`src/rtl/alarm_clock_pkg.sv`:
```
// Shared types for the alarm clock: sounder states and BCD time width.
// Imported by the buzzer sequencer and its seconds timer.
package alarm_clock_pkg;

  localparam int TIME_W = 16;

  typedef enum logic [1:0] {
    IDLE    = 2'd0,
    RINGING = 2'd1,
    SNOOZE  = 2'd2,
    LOCKOUT = 2'd3
  } alarm_state_t;

endpackage

```
`src/rtl/alarm_sec_timer.sv`:
```
// Seconds counter for ring and snooze intervals.
// done flags the tick that reaches limit; clear wins over tick.
module alarm_sec_timer
  import alarm_clock_pkg::*;
(
  input  logic       clock,
  input  logic       reset,
  input  logic       clear,
  input  logic       tick,
  input  logic [8:0] limit,
  output logic       done
);

  logic [8:0] count;

  always_ff @(posedge clock or posedge reset) begin
    if (reset) begin
      count <= '0;
    end else if (clear) begin
      count <= '0;
    end else if (tick) begin
      count <= count + 9'd1;
    end
  end

  assign done = tick & (count == limit - 9'd1);

endmodule

```
`src/rtl/alarm_sound_controller.sv`:
```
// Buzzer sequencer: rings on alarm match, handles snooze, stop,
// ring timeout, and locks out re-trigger for the rest of the minute.
module alarm_sound_controller
  import alarm_clock_pkg::*;
#(
  parameter int RING_SECS   = 60,
  parameter int SNOOZE_SECS = 300,
  parameter int MAX_SNOOZE  = 3
) (
  input  logic              clock,
  input  logic              reset,
  input  logic              one_second,
  input  logic              alarm_enable,
  input  logic [TIME_W-1:0] current_time,
  input  logic [TIME_W-1:0] alarm_time,
  input  logic              snooze_button,
  input  logic              stop_button,
  output logic              sound_alarm,
  output logic              snoozing,
  output logic [1:0]        snooze_left,
  output logic              alarm_missed
);

  if (RING_SECS < 1 || RING_SECS > 511 ||
      SNOOZE_SECS < 1 || SNOOZE_SECS > 511 ||
      MAX_SNOOZE < 0 || MAX_SNOOZE > 3) begin : g_bad_params
    $error("alarm_sound_controller: parameter out of range");
  end

  localparam logic [8:0] RING_L = 9'(RING_SECS);
  localparam logic [8:0] SNZ_L  = 9'(SNOOZE_SECS);
  localparam logic [1:0] MAX_L  = 2'(MAX_SNOOZE);

  alarm_state_t state, state_n;
  logic [1:0]   used, used_n;
  logic         missed_n;
  logic         match, live, done;
  logic [8:0]   limit;

  assign match = (current_time == alarm_time);
  assign live  = (state == RINGING) || (state == SNOOZE);
  assign limit = (state == SNOOZE) ? SNZ_L : RING_L;

  // Any state change restarts the interval count.
  alarm_sec_timer u_timer (
    .clock (clock),
    .reset (reset),
    .clear (state_n != state),
    .tick  (one_second & live),
    .limit (limit),
    .done  (done)
  );

  always_comb begin
    state_n  = state;
    used_n   = used;
    missed_n = alarm_missed;
    unique case (state)
      IDLE: begin
        if (stop_button) missed_n = 1'b0;
        if (alarm_enable && match) begin
          state_n = RINGING;
          used_n  = 2'd0;
        end
      end
      RINGING: begin
        if (stop_button || !alarm_enable) begin
          state_n = LOCKOUT;
        end else if (snooze_button && used < MAX_L) begin
          state_n = SNOOZE;
          used_n  = used + 2'd1;
        end else if (done) begin
          state_n  = LOCKOUT;
          missed_n = 1'b1;
        end
      end
      SNOOZE: begin
        if (stop_button || !alarm_enable) begin
          state_n = LOCKOUT;
        end else if (done) begin
          state_n = RINGING;
        end
      end
      LOCKOUT: begin
        if (!match) state_n = IDLE;
      end
      default: state_n = IDLE;
    endcase
  end

  always_ff @(posedge clock or posedge reset) begin
    if (reset) begin
      state        <= IDLE;
      used         <= 2'd0;
      sound_alarm  <= 1'b0;
      snoozing     <= 1'b0;
      snooze_left  <= MAX_L;
      alarm_missed <= 1'b0;
    end else begin
      state        <= state_n;
      used         <= used_n;
      sound_alarm  <= (state_n == RINGING);
      snoozing     <= (state_n == SNOOZE);
      snooze_left  <= MAX_L - used_n;
      alarm_missed <= missed_n;
    end
  end

endmodule

```
`config.mk`:
```
export PLATFORM = sky130hd
export DESIGN_NAME = alarm_sound_controller
export DESIGN_NICKNAME = d
export VERILOG_FILES = /design/src/rtl/alarm_clock_pkg.sv /design/src/rtl/alarm_sec_timer.sv /design/src/rtl/alarm_sound_controller.sv
export SDC_FILE = /design/constraint.sdc
export NUM_CORES = 1
export LEC_CHECK = 0
export BUFFER_PORTS_ARGS = -buffer_cell sky130_fd_sc_hd__buf_2
export CELL_PAD_IN_SITES_DETAIL_PLACEMENT = 1
export CELL_PAD_IN_SITES_GLOBAL_PLACEMENT = 1
export CORE_MARGIN = 10
export CORE_UTILIZATION = 32
export CTS_CLUSTER_DIAMETER = 30
export DETAILED_ROUTE_END_ITERATION = 7
export PLACE_DENSITY = 0.67
export SETUP_SLACK_MARGIN = 0.3
export SLEW_MARGIN = 15
export SYNTH_ARGS = -nofsm -noshare
export SYNTH_HDL_FRONTEND = slang
export SYNTH_SLANG_ARGS = --single-unit
```
`constraint.sdc`:
```
create_clock -name clock -period 2.85 [get_ports clock]
set_input_delay 0.4275 -clock clock [delete_from_list [all_inputs] [get_ports clock]]
set_output_delay 0.4275 -clock clock [all_outputs]
set_load 0.005 [all_outputs]
```
After elaboration in Yosys (flattened, before gate mapping)
Index checks and enable logic that the tools add are counted.
Storage, ports and cells
  logic and storage cells: 55
  memories kept: 0
  memory bits (read-only): 0
  flip-flop bits (word level): 18
  RAM bits: 0
  bits in latches: 0
Cells by class
  shift-type cells: 0
  multiply operators: 0
  $add $sub $neg: 4
  mux-type cells: 20
  reduce and logical (&&, ||, !) cells: 9
  eq/ne operators: 12
  div/mod/pow operators: 0
  bitwise operators: 2
  order comparisons: 1
Operator list (number)
  two-way mux 9 bit: 3
  two-way mux 2 bit: 10
  equality test 16 bit: 1
  adder 9 x 1 -> 9 bit (second input constant): 1
  equality test 9 bit: 1
  subtractor 9 x 1 -> 9 bit (second input constant): 1
  != test 2 bit (second input constant): 4
  one-hot mux 2 bit (4 select lines): 1
  equality test 2 bit (second input constant): 3
  AND reduction 5 bit: 1
  equality test 2 x 1 -> 1 bit (second input constant): 2
  two-way mux 1 bit: 4
  one-hot mux 2 bit (2 select lines): 1
  nonzero test 2 bit: 2
  adder 2 x 1 -> 2 bit (second input constant): 1
  bitwise AND 1 bit: 2
  logical AND 1 bit: 2
  logical NOT 2 bit: 1
  logical OR 1 bit: 2
  less-than comparator 2 bit (second input constant): 1
  != test 2 bit: 1
  one-hot mux 1 bit (2 select lines): 1
  subtractor 2 bit (first input constant): 1
  logical NOT 1 bit: 1

Logic depth before layout (Yosys ltp)
Gate-level depths: netlist of run 1.
  depth in word-level cells: 11
  gate-level depth with buffers: 9
  mapped depth without buffers: 8

By module
Synthesis of run 1 repeated with hierarchy kept, for this count alone.
Second synthesis, totals
  cells, all modules: 169
  area, all modules: 1527.7 um^2
By module, submodules not included
  alarm_sound_controller: cells an instance 88, times used 1, area each 822.0 um^2
  alarm_sec_timer: cells an instance 81, times used 1, area each 705.7 um^2

Worst setup path after synthesis of run 1
No wires, ideal clock.
  kind: register -> register
  start: reg state[1]
  end: reg u_timer.count[0]
  path buffers: 0
  cell stages (with the launch flop): 9
  path slack: 0.833 ns
  data arrival time: 1.884 ns
  period minus slack after synthesis: 2.017 ns
  library setup time: 0.133 ns
  path through: dfrtp_1 -> inv_1 -> ha_1 -> and3_1 -> o2111ai_2 -> a21o_1 -> a31o_2 -> mux2i_4 -> nor3_1
On the way
  word-level cells in the longest chain between the ends: 11
  elaborated cells on any way between the ends: 21
  classes of those cells: add/sub: 1; eq/ne: 5; mux: 10; bitwise: 2; reduce/logical: 3
Ends and longest elaborated chain
  start, declared: RTL line alarm_sound_controller.sv:34  | alarm_state_t state, state_n;
  start signal, assigned: RTL line alarm_sound_controller.sv:100  | state <= state_n;
  equality test 2 bit: RTL line alarm_sound_controller.sv:41, alarm_sound_controller.sv:42, alarm_sound_controller.sv:58
  two-way mux 9 bit: RTL line alarm_sound_controller.sv:42  | assign limit = (state == SNOOZE) ? SNZ_L : RING_L;
  subtractor 9 x 1 -> 9 bit: RTL line alarm_sec_timer.sv:26  | assign done = tick & (count == limit - 9'd1);
  equality test 9 bit: RTL line alarm_sec_timer.sv:26
  bitwise AND 1 bit: RTL line alarm_sec_timer.sv:26
  two-way mux 2 bit: RTL line alarm_sound_controller.sv:72  | end else if (done) begin
  two-way mux 2 bit: RTL line alarm_sound_controller.sv:69  | end else if (snooze_button && used < MAX_L) begin
  two-way mux 2 bit: RTL line alarm_sound_controller.sv:67  | if (stop_button || !alarm_enable) begin
  one-hot mux 2 bit (4 select lines): RTL line alarm_sound_controller.sv:58  | unique case (state)
  != test 2 bit: RTL line alarm_sound_controller.sv:48  | .clear (state_n != state),
  two-way mux 9 bit / nonzero test 2 bit (equally long branches)
  end signal, assigned: RTL line alarm_sec_timer.sv:22  | count <= count + 9'd1;
  end, declared: RTL line alarm_sec_timer.sv:14  | logic [8:0] count;
Several ways; a longest one is shown, not always the timed one.
A chain may end at the register's enable or synchronous reset.

Worst setup path in the final report of run 1
  start: reg state[1]
  end: reg u_timer.count[2]
The elaborated chain is that of the path after synthesis.

==> results of run 1 <==
-- metrics by stage --
stage / worst slack [ns] / hold slack [ns] / cells / cell area (µm²) / utilization, %
global route: 0.301 / 0.319 / 221 / 1620 / 41.1
floorplan: 0.833 / 0.365 / 127 / 1290 / -
CTS: 0.395 / 0.290 / 221 / 1610 / 40.9
global placement: 0.573 / 0.467 / 217 / 1560 / 39.5
detailed placement: 0.470 / 0.481 / 217 / 1560 / 39.5
finish: 0.474 / 0.267 / 221 / 1620 / 41.1
-- placed cells by master (no fill, tap or decap), drive strengths merged, types with 3 or more instances in the layout --
cell     n
a21oi    5
and3     3
buf     42
clkbuf   4
dfrtp   16
ha       6
inv      7
mux2i    3
nand2    5
nand3    6
nor2     6
nor3     8
nor3b    3
nor4     4
xnor2    7
xor2    18
-- power by group through the flow --
| stage | Sequential, µW | Combinational [µW] | Clock, µW |
|---|---|---|---|
| global placement | 352 | 527 | 0 |
| floorplan | 348 | 401 | 0 |
| CTS | 352 | 561 | 216 |
| detailed placement | 355 | 550 | 0 |
| finish | 352 | 564 | 207 |
| global route | 359 | 624 | 229 |
-- per-layer routing --
metal,vias to the layer above,part of all wire [%],track usage (%)
li1,546,-,-
met1,560,38,9.83
met2,19,58,20.1
met3,4,3.0,2.05
met4,0,1.2,3.65
met5,-,0,0
-- flip-flops by register name, indices dropped and copies added (netlist names) --
| signal | cells |
|---|---|
| alarm_missed | 1 |
| snooze_left | 2 |
| snoozing | 1 |
| sound_alarm | 1 |
| state | 2 |
| u_timer.count | 9 |
| used | 2 |
-- logic make-up (layout without fill, tap and decap cells) --
kind of cell | Yosys count | after routing | share of synthesized area [%]
AND/OR/NAND/NOR | 44 | 44 | 22.7
XOR/XNOR | 25 | 25 | 16.9
AO/OA/AOI/OAI | 22 | 22 | 13.6
flip-flops | 18 | 18 | 35.0
buffers and inverters | 9 | 53 | 2.61
adder cells (fa/ha/maj) | 6 | 6 | 5.81
multiplexers | 3 | 3 | 3.29
-- area by class of cell --
cell class	count	area [µm²]	share of cell area (%)
well taps	50	62.6	3.86
repair buffers	42	210	13.0
inverters	7	26.3	1.62
clock buffers	4	55.1	3.40
multi-input cells	100	812	50.2
flip-flops and latches	18	453	28.0
-- critical path, delay by kind of cell (launching register included) --
family / cells / cell delay (ns)
AO/OA/AOI/OAI: 3 / 0.68
flip-flops: 1 / 0.43
AND/OR/NAND/NOR: 2 / 0.35
adder cells (fa/ha/maj): 1 / 0.33
multiplexers: 1 / 0.29
buffers and inverters: 1 / 0.17
-- final timing paths --
check	slack, ns	endpoint	cells after the start	from
setup / recovery	0.47	u_timer.count[2]$_DFFE_PP0P_	8	state[1]$_DFF_PP0_
hold / removal	0.27	alarm_missed$_DFFE_PP0P_	2	reset
setup reg to reg	0.47	u_timer.count[2]$_DFFE_PP0P_	8	state[1]$_DFF_PP0_
hold reg to reg	0.49	snooze_left[1]$_DFF_PP1_	1	used[1]$_DFF_PP0_
max in group asynchronous	2.15	u_timer.count[6]$_DFFE_PP0P_	2	reset
min in group clock	0.48	alarm_missed$_DFFE_PP0P_	4	stop_button
-- timing repair --
item | CTS | global route
resized for setup | 0 | 1
endpoints found under the hold margin | 0 | 0
hold buffers | 0 | 0
setup endpoints to repair | 0 | 12
==> impl_metrics.py, run 1 <==
metrics = {
    "outcome": {
        "outcome": "complete, no violations",
    },
    "route": {
        "drcViolationCount": 0,
        "dr.pass1.iters": 4,
        "antenna_left": 0,
        "vias": 1129,
        "wl_mm": 3.58,
        "wl_per_cell_um": 16.2,
        "drt_iter0_drc": 46,
        "via_per_inst": 5.11,
    },
    "sta": {
        "rsz0062_at_grt": "false",
        "slew_headroom_pct": 54.3,
        "hold_violations": 0,
        "post-route-period-util_pct": 83.4,
        "tns_ns": 0,
        "tightestPinTransition_ns": 0.684,
        "layout_min_cycle_time_ns": 2.38,
        "maxSlewViolCount": 0,
        "finalSetupViolCount": 0,
        "fmax_ghz": 0.421,
        "finClkSkew_ns": 0.00269,
    },
    "die": {
        "coreArea_um2": 3940,
        "fp-row-count": 23,
        "die_w_um": 83.6,
        "die-area_um2": 6980,
        "initial_core_util_pct": 32.8,
        "die_h_um": 83.6,
        "ioPinCount": 43,
    },
    "worst_setup_path": {
        "cpMaxStageDelayCell": "dfrtp_1",
        "required_ns": 2.97,
        "arrival_ns": 2.50,
        "path_cells": "inv_1, ha_1, and3_1, o2111ai_2, a21o_1, a31o_2, mux2i_4, nor3_1",
        "worstSetupPathType": "flip-flop to flip-flop",
        "critical_path.max_stage_delay_ns": 0.43,
        "cp-end-kind": "flip-flop",
        "cp_max_fo": 9,
        "startpoint_type": "flip-flop",
    },
    "power_and_ir_drop": {
        "power_frac_clock_pct": 18.5,
        "vdd_ir_drop_max_mv": 0.232,
        "powerDensity_nw_per_um2": 694,
        "internal-power_uw": 655,
        "combPwrFrac_pct": 50.2,
        "leakage_uw": 0.000774,
        "swShare_pct": 41.6,
        "p_sw_uw": 468,
        "pwr-share-seq_pct": 31.3,
        "total_power_uw": 1120,
    },
    "cts": {
        "ctsRootBufferMaster": "clkbuf_8",
        "cts_buffers": 3,
        "clock-sinks": 18,
        "cts_setup_buffers": 0,
        "cts_max_level": 1,
        "cts_tree": "yes",
        "cts_buffer_depth": 2,
        "clk_latency_ns": 0.25,
        "clkSlewWorstSetupHoldPaths_ns": 0.07,
    },
    "synth": {
        "synth_most_common_cell": "xor2_1",
        "yosysUniqueCellTypes": 40,
        "synth_top_area_share_pct": 31.0,
        "synth_edf_count": 0,
        "syn_inst": 127,
        "synth.largest_area_cell": "dfrtp_1",
        "async_flop_share_pct": 100,
        "synth_nets": 171,
        "yosysSeqAreaShare_pct": 35.0,
        "synth_common_cells": "18 x xor2_1, 16 x dfrtp_1, 8 x nor3_1",
        "syn_area_um2": 1290,
        "synth_seq_cells": 18,
        "yosys_warnings": 0,
        "synth-main-ff-cell": "dfrtp_1",
        "avgSynthCellArea_um2": 10.2,
        "yosys-top-cells-area": "dfrtp_1 31%, xor2_1 12%, ha_1 5.8%",
    },
    "grt": {
        "grt_max_degree": 19,
        "grt_overflow_total": 0,
        "grt_antenna_before_repair": 0,
        "grt_pass1_vias": 1231,
        "grtUsageTotal_pct": 10.1,
        "grt_pass1_wl_mm": 5.85,
    },
    "cells_and_area": {
        "nets": 216,
        "n_antenna_cell": 0,
        "syn2layout_area_growth_pct": 25.3,
        "drive_above_1_share_pct": 36.3,
        "num-fill-cells": 461,
    },
    "placed_design": {
        "routabilityCongestion": 0.840,
        "dp_hpwl_mm": 2.95,
        "portBuffers": 42,
    },
    "job": {
        "drv_cap": 0,
    },
    "worst_hold_path": {
        "hold_class": "primary input to async pin",
    },
}
Power figures use the tool's default switching activity.
==> run 2: changes to the inputs <==
==> constraint.sdc (replaced) <==
create_clock -name clock -period 2.2 [get_ports clock]
set_input_delay 0.33 -clock clock [delete_from_list [all_inputs] [get_ports clock]]
set_output_delay 0.33 -clock clock [all_outputs]
set_load 0.005 [all_outputs]
==> impl_metrics.py, run 2 (same netlist as run 1, synthesis figures left out) <==
metrics = {
    "outcome": {
        "outcome": "complete, no violations",
    },
    "sta": {
        "maxSlewViolCount": 0,
        "tightestPinTransition_ns": 0.681,
        "fmax_ghz": 0.485,
        "slew_headroom_pct": 54.5,
        "rsz0062_at_grt": "true",
        "layout_min_cycle_time_ns": 2.06,
        "finalSetupViolCount": 0,
        "hold_violations": 0,
        "post-route-period-util_pct": 93.8,
        "tns_ns": 0,
        "finClkSkew_ns": 0.00377,
    },
    "die": {
        "fp-row-count": 23,
        "initial_core_util_pct": 32.8,
        "die_w_um": 83.6,
        "ioPinCount": 43,
        "die_h_um": 83.6,
        "coreArea_um2": 3940,
        "die-area_um2": 6980,
    },
    "worst_setup_path": {
        "cp_max_fo": 5,
        "worstReg2RegEnd": "u_timer.count[5]$_DFFE_PP0P_",
        "cp-endpoint": "u_timer.count[5]$_DFFE_PP0P_",
        "rrSetupSlack_ns": 0.14,
        "cp-end-kind": "flip-flop",
        "worstSetupPathType": "flip-flop to flip-flop",
        "crit_start": "state[1]$_DFF_PP0_",
        "arrival_ns": 2.20,
        "required_ns": 2.33,
        "reg2regPathDepth": 8,
        "r2r_start": "state[1]$_DFF_PP0_",
        "startpoint_type": "flip-flop",
    },
    "cts": {
        "clkSlewWorstSetupHoldPaths_ns": 0.07,
        "cts_buffers": 3,
        "cts_hold_buffers": 0,
        "cts_tree": "yes",
        "clock-sinks": 18,
        "clk_latency_ns": 0.25,
        "cts_max_level": 1,
        "cts_buffer_depth": 2,
        "ctsRootBufferMaster": "clkbuf_8",
    },
    "route": {
        "via_per_inst": 4.94,
        "dr.pass1.iters": 4,
        "antenna_left": 0,
        "vias": 1155,
        "wl_mm": 3.93,
        "drcViolationCount": 0,
        "wl_per_cell_um": 16.8,
        "drt_iter0_drc": 49,
    },
    "cells_and_area": {
        "drive_above_1_share_pct": 51.6,
        "nets": 229,
        "regMostFlops": "u_timer.count",
        "n_antenna_cell": 0,
        "layout.area.seq_um2": 454,
        "num-fill-cells": 449,
        "finalInstanceArea_um2": 1890,
        "largest_reg_flops": 9,
        "final_cell_mix": "42 x buf_2, 18 x xor2_1, 15 x dfrtp_1",
        "final_common_cell": "buf_2",
        "syn2layout_area_growth_pct": 46.0,
        "multi_input_area_um2": 988,
    },
    "grt": {
        "grtUsageTotal_pct": 11.1,
        "grt_pass1_wl_mm": 6.43,
        "grt_overflow_total": 0,
        "grt_antenna_before_repair": 0,
        "grt_pass1_vias": 1294,
        "grt_max_degree": 19,
    },
    "worst_hold_path": {
        "hold_class": "primary input to async pin",
    },
    "placed_design": {
        "placed_area_um2": 1620,
        "routabilityCongestion": 0.750,
        "portBuffers": 42,
        "dp_hpwl_mm": 3.09,
    },
    "power_and_ir_drop": {
        "leakage_uw": 0.000850,
        "vdd_ir_drop_max_mv": 0.458,
        "powerDensity_nw_per_um2": 975,
    },
    "job": {
        "drv_cap": 0,
    },
}
-- run 2: metal layers --
metal	global-route usage (%)	share of wire, %	vias to the layer above
met3	2.44	2.2	6
met1	11.6	37	562
met2	21.3	59	14
met5	0	0	-
met4	3.35	1.5	0
li1	-	-	573
-- run 2: how the worst min path moves through the flow --
stage | start | endpoint | depth (start not counted) | slack (ns)
3_3_place_gp | used[1]$_DFF_PP0_ | snooze_left[1]$_DFF_PP1_ | 1 | 0.46
2_1_floorplan | reset | alarm_missed$_DFFE_PP0P_ | 1 | 0.27
4_1_cts | reset | u_timer.count[5]$_DFFE_PP0P_ | 2 | 0.19
3_5_place_dp | reset | u_timer.count[8]$_DFFE_PP0P_ | 2 | 0.47
6_report | reset | u_timer.count[6]$_DFFE_PP0P_ | 2 | 0.17
5_1_grt | reset | u_timer.count[6]$_DFFE_PP0P_ | 2 | 0.23
-- run 2: worst max-delay path, stage by stage, from the launching register on --
cell and delay (ns):
dfrtp_2 0.43, inv_2 0.07, ha_4 0.26, and3_4 0.18, o2111ai_4 0.17, a21o_1 0.27, a31o_4 0.26, mux2i_4 0.23
nor3_1 0.09
-- run 2: what timing repair did --
item                       in CTS  in global routing
setup endpoints to repair      13                 13
resized for setup              15                  9
pin swaps                       6                  7
buffers inserted                4                  4
gates cloned                    1                  0
-- run 2: cell type report --
type	count	share of cell area [%]
well taps	50	3.32
clock buffers	4	2.92
multi-input cells	101	52.4
flip-flops and latches	18	24.1
repair buffers	54	15.9
inverters	7	1.39
-- run 2: through the flow --
| stage | cells | total power (µW) | util (%) | setup slack, ns | hold slack, ns |
|---|---|---|---|---|---|
| after global routing | 234 | 1980 | 47.9 | 0.0254 | 0.234 |
| after CTS | 230 | 1790 | 45.9 | 0.165 | 0.191 |
| final | 234 | 1840 | 47.9 | 0.137 | 0.171 |
| after floorplan | 127 | 994 | - | 0.255 | 0.267 |
| after detailed placement | 221 | 1230 | 41.1 | 0.0702 | 0.472 |
| after global placement | 221 | 1200 | 41.1 | 0.115 | 0.463 |
-- run 2: report_power, final --
group          internal (µW)  switching (µW)  total [µW]  leakage [µW]
sequential               404            46.9         450      0.000233
clock                    159             110         269     0.0000288
combinational            507             612        1120      0.000588
